===== src/rtl/apb_cmd_queue.sv =====
// apb_cmd_queue: command FIFO and one-at-a-time issue sequencer in front of the APB master.
// Define APB_CMDQ_WDOG_EN to add a WAIT-state watchdog of TIMEOUT apb_clk cycles.
module apb_cmd_queue #(
  parameter int DEPTH   = 4,
  parameter int TIMEOUT = 64
) (
  input  logic                   apb_clk,
  input  logic                   sys_reset,
  input  logic                   cmd_valid,
  output logic                   cmd_ready,
  input  logic                   cmd_write,
  input  logic [7:0]             cmd_addr,
  input  logic [31:0]            cmd_wdata,
  output logic                   rsp_valid,
  input  logic                   rsp_ready,
  output logic                   rsp_write,
  output logic [31:0]            rsp_rdata,
  output logic                   rsp_err,
  output logic [$clog2(DEPTH):0] cmd_level,
  output logic                   m_data_valid,
  output logic [7:0]             m_addr,
  output logic [31:0]            m_data,
  output logic                   m_data_dir,
  input  logic [31:0]            m_read_out_data,
  input  logic                   m_transaction_done,
  input  logic                   m_tranerr
);
  localparam int AW = $clog2(DEPTH);
  localparam int LW = AW + 1;
  typedef enum logic [1:0] {S_IDLE, S_WAIT, S_RESP} state_t;
  state_t state, state_d;
  logic [40:0] mem [DEPTH];
  logic [AW-1:0] wr_ptr, rd_ptr;
  logic [40:0] head;
  logic push, pop, timeout;
  logic mdv_d, dir_d, rv_d, rw_d, re_d;
  logic [7:0] addr_d;
  logic [31:0] data_d, rd_d;
  assign head = mem[rd_ptr];
  // ready is withheld while reset is asserted, and never bypasses a full FIFO
  assign cmd_ready = sys_reset && (cmd_level != LW'(DEPTH));
  assign push = cmd_valid && cmd_ready;
`ifdef APB_CMDQ_WDOG_EN
  logic [31:0] wdog;
  assign timeout = (state == S_WAIT) && (wdog == 32'(TIMEOUT - 1));
  always_ff @(posedge apb_clk or negedge sys_reset)
    if (!sys_reset) wdog <= '0;
    else wdog <= (state == S_WAIT && state_d == S_WAIT) ? wdog + 32'd1 : '0;
`else
  localparam int unused_timeout = TIMEOUT;
  assign timeout = 1'b0;
`endif
  always_ff @(posedge apb_clk)
    if (push) mem[wr_ptr] <= {cmd_write, cmd_addr, cmd_wdata};
  always_comb begin
    state_d = state;
    pop = 1'b0;
    mdv_d = 1'b0;
    addr_d = m_addr;
    data_d = m_data;
    dir_d = m_data_dir;
    rv_d = rsp_valid;
    rw_d = rsp_write;
    rd_d = rsp_rdata;
    re_d = rsp_err;
    case (state)
      S_IDLE: if (cmd_level != '0) begin
        pop = 1'b1;
        mdv_d = 1'b1;
        addr_d = head[39:32];
        data_d = head[40] ? head[31:0] : '0;
        dir_d = head[40];
        state_d = S_WAIT;
      end
      S_WAIT: if (m_tranerr || timeout || m_transaction_done) begin
        rv_d = 1'b1;
        rw_d = m_data_dir;
        re_d = m_tranerr || timeout;
        rd_d = (m_tranerr || timeout || m_data_dir) ? '0 : m_read_out_data;
        state_d = S_RESP;
      end
      S_RESP: if (rsp_ready) begin
        rv_d = 1'b0;
        state_d = S_IDLE;
      end
      default: state_d = S_IDLE;
    endcase
  end
  always_ff @(posedge apb_clk or negedge sys_reset)
    if (!sys_reset) begin
      state <= S_IDLE;
      wr_ptr <= '0;
      rd_ptr <= '0;
      cmd_level <= '0;
      m_data_valid <= 1'b0;
      m_addr <= '0;
      m_data <= '0;
      m_data_dir <= 1'b0;
      rsp_valid <= 1'b0;
      rsp_write <= 1'b0;
      rsp_rdata <= '0;
      rsp_err <= 1'b0;
    end else begin
      state <= state_d;
      wr_ptr <= wr_ptr + AW'(push);
      rd_ptr <= rd_ptr + AW'(pop);
      cmd_level <= cmd_level + LW'(push) - LW'(pop);
      m_data_valid <= mdv_d;
      m_addr <= addr_d;
      m_data <= data_d;
      m_data_dir <= dir_d;
      rsp_valid <= rv_d;
      rsp_write <= rw_d;
      rsp_rdata <= rd_d;
      rsp_err <= re_d;
    end
endmodule


===== config.mk =====
export PLATFORM = sky130hd
export DESIGN_NAME = apb_cmd_queue
export DESIGN_NICKNAME = d
export VERILOG_FILES = /design/src/rtl/apb_cmd_queue.sv
export SDC_FILE = /design/constraint.sdc
export NUM_CORES = 1
export LEC_CHECK = 0
export ABC_AREA = 1
export CORE_MARGIN = 2
export CORE_UTILIZATION = 56
export CTS_BUF_LIST = sky130_fd_sc_hd__clkbuf_2
export DETAILED_ROUTE_END_ITERATION = 16
export GPL_TIMING_DRIVEN = 0
export PLACE_DENSITY = 0.85
export SLEW_MARGIN = 20
export SYNTH_ARGS = -nofsm -noshare
export SYNTH_HDL_FRONTEND = slang
export SYNTH_SLANG_ARGS = --single-unit

===== constraint.sdc =====
create_clock -name apb_clk -period 5.71 [get_ports apb_clk]
set_input_delay 1.142 -clock apb_clk [delete_from_list [all_inputs] [get_ports apb_clk]]
set_output_delay 1.142 -clock apb_clk [all_outputs]
set_load 0.01 [all_outputs]

==> run_results.csv <==
group,metric,value,unit
power_and_ir_drop,ir_worst_vdd,0.247,mV
detailed_routing,wl_met2,11700,µm
die,row_count,49,
clocking,cts_resized,0,
power_and_ir_drop,power_leakage,6.08,nW
yosys,netlist_instances,980,
cells_and_area,drive_gt1_frac,0.130,
sta,rsz0062_at_grt,"false",
worst_setup_path,critPathKind,"in -> out",
yosys,yosysMostFrequentCell,"nand2_1",
cells_and_area,layout.nets,1305,
sta,fmax,258,MHz
status,outcome,"complete, no violations",
power_and_ir_drop,clockPowerShare,0.206,
yosys,synth_top_area_share,0.484,
sta,fin_crit_sh,0.678,
yosys,ys_warn_count,0,
die,die-width,139,µm
global_routing,antenna_found_initial,3,
worst_setup_path,critPathTopFamily,"buffers and inverters",
power_and_ir_drop,p_sw,0.00232,W
die,core,17900,µm²
placement,dp_hpwl,16300,µm
yosys,ys_seq_elements,250,
worst_setup_path,worstRegToRegCells,7,
sta,clock_skew,75.6,ps
power_and_ir_drop,p_per_area,471,nW/µm²
worst_setup_path,slowest_delay,570,ps
power_and_ir_drop,netSwitchingFraction,0.382,
cells_and_area,regArea,7080,µm²
yosys,postSynthNetCount,1064,
job,max-cap-violations,0,
detailed_routing,wl_met1,9060,µm
worst_setup_path,end_kind,"primary output",
yosys,ys_seq_area_frac,0.695,
worst_setup_path,worstPathArrival,2730,ps
detailed_routing,drt-initial-drc-count,483,
clocking,clkTransAtPathRegs,120,ps
worst_setup_path,cp.buffers_inverters,3,
worst_setup_path,r2r_end,"mem[0][14]",
global_routing,grt_pass1_wl,37200,µm
placement,dpl_cell_area,12300,µm²
die,dieHeight,139,µm
detailed_routing,viasPerCell,5.02,
cells_and_area,area_growth,26.6,%
clocking,post-cts-setup-buffer-count,0,
clocking,hold_buffers,0,
worst_setup_path,cp-start-kind,"primary input",
clocking,root_buffer,"clkbuf_2",
placement,portBuffers,159,
yosys,async_flop_share,0.344,
worst_hold_path,min-delay-path-class,"in -> async",
clocking,worst_skew_pair.late_latency,850,ps
global_routing,grt_pass1_vias,7554,
detailed_routing,top_layer_used,"met5",
sta,fin_crit,3870,ps
detailed_routing,vias,7548,
worst_setup_path,path_cells,"buf_4 -> buf_16 -> a21boi_1 -> clkdlybuf4s50_1",
clocking,clockBufferDepth,3,
global_routing,grt_max_degree,57,
detailed_routing,wire_per_inst,15.8,µm
global_routing,grt_util_all_layers,0.245,
clocking,clock-sinks,250,
worst_setup_path,cp_slowest_cell,"clkdlybuf4s50_1",
sta,relSlewSlack,0.453,
cells_and_area,final_util,0.720,
yosys,yosysTopAreaCell,"edfxtp_1",
cells_and_area,multi_input_area,2330,µm²
placement,dp_worst_setup_slack,1630,ps
power_and_ir_drop,power_frac_comb,0.390,
global_routing,gr-total-overflow,0,
yosys,ys_top_cells_by_area,"edfxtp_1 (48%), dfrtp_1 (21%), nand2_1 (12%)",
power_and_ir_drop,internal-power,0.00375,W
sta,tightest_slew,816,ps
power_and_ir_drop,power,0.00607,W
detailed_routing,drtAntennaViolNets,0,
yosys,yosys-top-cells-count,"nand2_1 (334), edfxtp_1 (164), inv_1 (141)",
worst_setup_path,worstPathRequired,4570,ps
clocking,cts-buffers-inserted,60,
sta,hold_violations,0,
worst_setup_path,r2r_start,"cmd_level[1]",
power_and_ir_drop,seqPwrFrac,0.404,
yosys,syn_area,10200,µm²
sta,slew_violations,0,
yosys,synth_flop_cell,"edfxtp_1",
yosys,synth_edf_count,164,
placement,place_congestion,0.875,
cells_and_area,fin_area,12900,µm²
clocking,h-tree-depth,2,
die,ios,160,
detailed_routing,drtPass1Iterations,4,
sta,setup_viol_count_final,0,
worst_setup_path,r2r_slack,3190,ps
sta,timing.final.ws_setup,1840,ps
detailed_routing,remaining_drc_errors,0,
yosys,ys_types,22,
die,initial_core_util,0.569,
detailed_routing,wl_met3,2350,µm
detailed_routing,postRouteWirelength,23800,µm
die,die_area,19300,µm²
worst_setup_path,cp_max_fo,56,
clocking,cts_tree,"yes",
cells_and_area,fillers,1284,
yosys,avgSynthCellArea,10.4,µm²
sta,hold_ws,228,ps
==> stage by stage <==
step / setup TNS (ps) / std cells
floorplan: 0 / 980
CTS: 0 / 1502
detailed placement: 0 / 1388
global placement: -798920 / 1368
global route: 0 / 1503
finish: 0 / 1503
==> power by group through the flow <==
stage | clock [W] | combinational [W] | sequential (W)
6_report | 0.00125 | 0.00237 | 0.00245
5_1_grt | 0.00137 | 0.00261 | 0.00249
4_1_cts | 0.00128 | 0.00239 | 0.00245
3_5_place_dp | 0 | 0.00237 | 0.00249
3_3_place_gp | 0 | 0.00226 | 0.00250
2_1_floorplan | 0 | 0.00127 | 0.00256
==> routing by layer <==
layer  vias to the layer above  global-route usage
li1                       3642                   -
met1                      3458               0.297
met2                       388               0.419
met3                        56              0.0670
met4                         4              0.0978
met5                         -                   0
==> placed cells by master, fill, tap and decap left out, types with 3 or more instances in the layout <==
| cell | count |
|---|---|
| nor2_1 | 34 |
| inv_2 | 6 |
| clkinv_1 | 18 |
| o21ai_0 | 19 |
| nor3_2 | 4 |
| nand2_1 | 334 |
| bufinv_16 | 3 |
| nand3_1 | 131 |
| buf_2 | 26 |
| buf_6 | 3 |
| clkbuf_2 | 80 |
| clkinv_2 | 11 |
| clkbuf_1 | 11 |
| clkdlybuf4s50_1 | 158 |
| buf_4 | 26 |
| dfrtp_1 | 86 |
| xor2_1 | 3 |
| edfxtp_1 | 164 |
| inv_1 | 141 |
| ha_1 | 4 |
==> cell families after synthesis <==
family | after synthesis | synth area share
AO/OA/AOI/OAI | 22 | 0.0124
XOR/XNOR | 4 | 0.00344
AND/OR/NAND/NOR | 506 | 0.204
adder cells (fa/ha/maj) | 5 | 0.00688
buffers and inverters | 193 | 0.0777
flip-flops | 250 | 0.695
==> worst max path at each step <==
stage                endpoint  cells past startpoint       from
finish              cmd_ready                      4  sys_reset
global route        cmd_ready                      4  sys_reset
global placement    mem[1][3]                      4  sys_reset
floorplan           mem[0][0]                      3  sys_reset
detailed placement  mem[0][3]                      8  sys_reset
CTS                 cmd_ready                      4  sys_reset
==> final cells by class <==
type / count / area share
Tap cell: 229 / 0.0222
Clock buffer: 80 / 0.0311
Multi-Input combinational cell: 537 / 0.181
Inverter: 147 / 0.0428
Antenna cell: 1 / 0.000194
Clock inverter: 34 / 0.0178
Buffer: 46 / 0.0185
Timing Repair Buffer: 179 / 0.137
Sequential cell: 250 / 0.549
==> sequential cells by signal, indices dropped and copies added (netlist names) <==
name,cells
rsp_err,1
m_data,32
m_data_valid,1
mem,164
rsp_valid,1
rsp_write,1
rsp_rdata,32
rd_ptr,2
m_data_dir,1
wr_ptr,2
state,2
m_addr,8
cmd_level,3
(Power assumes the default switching activity.)
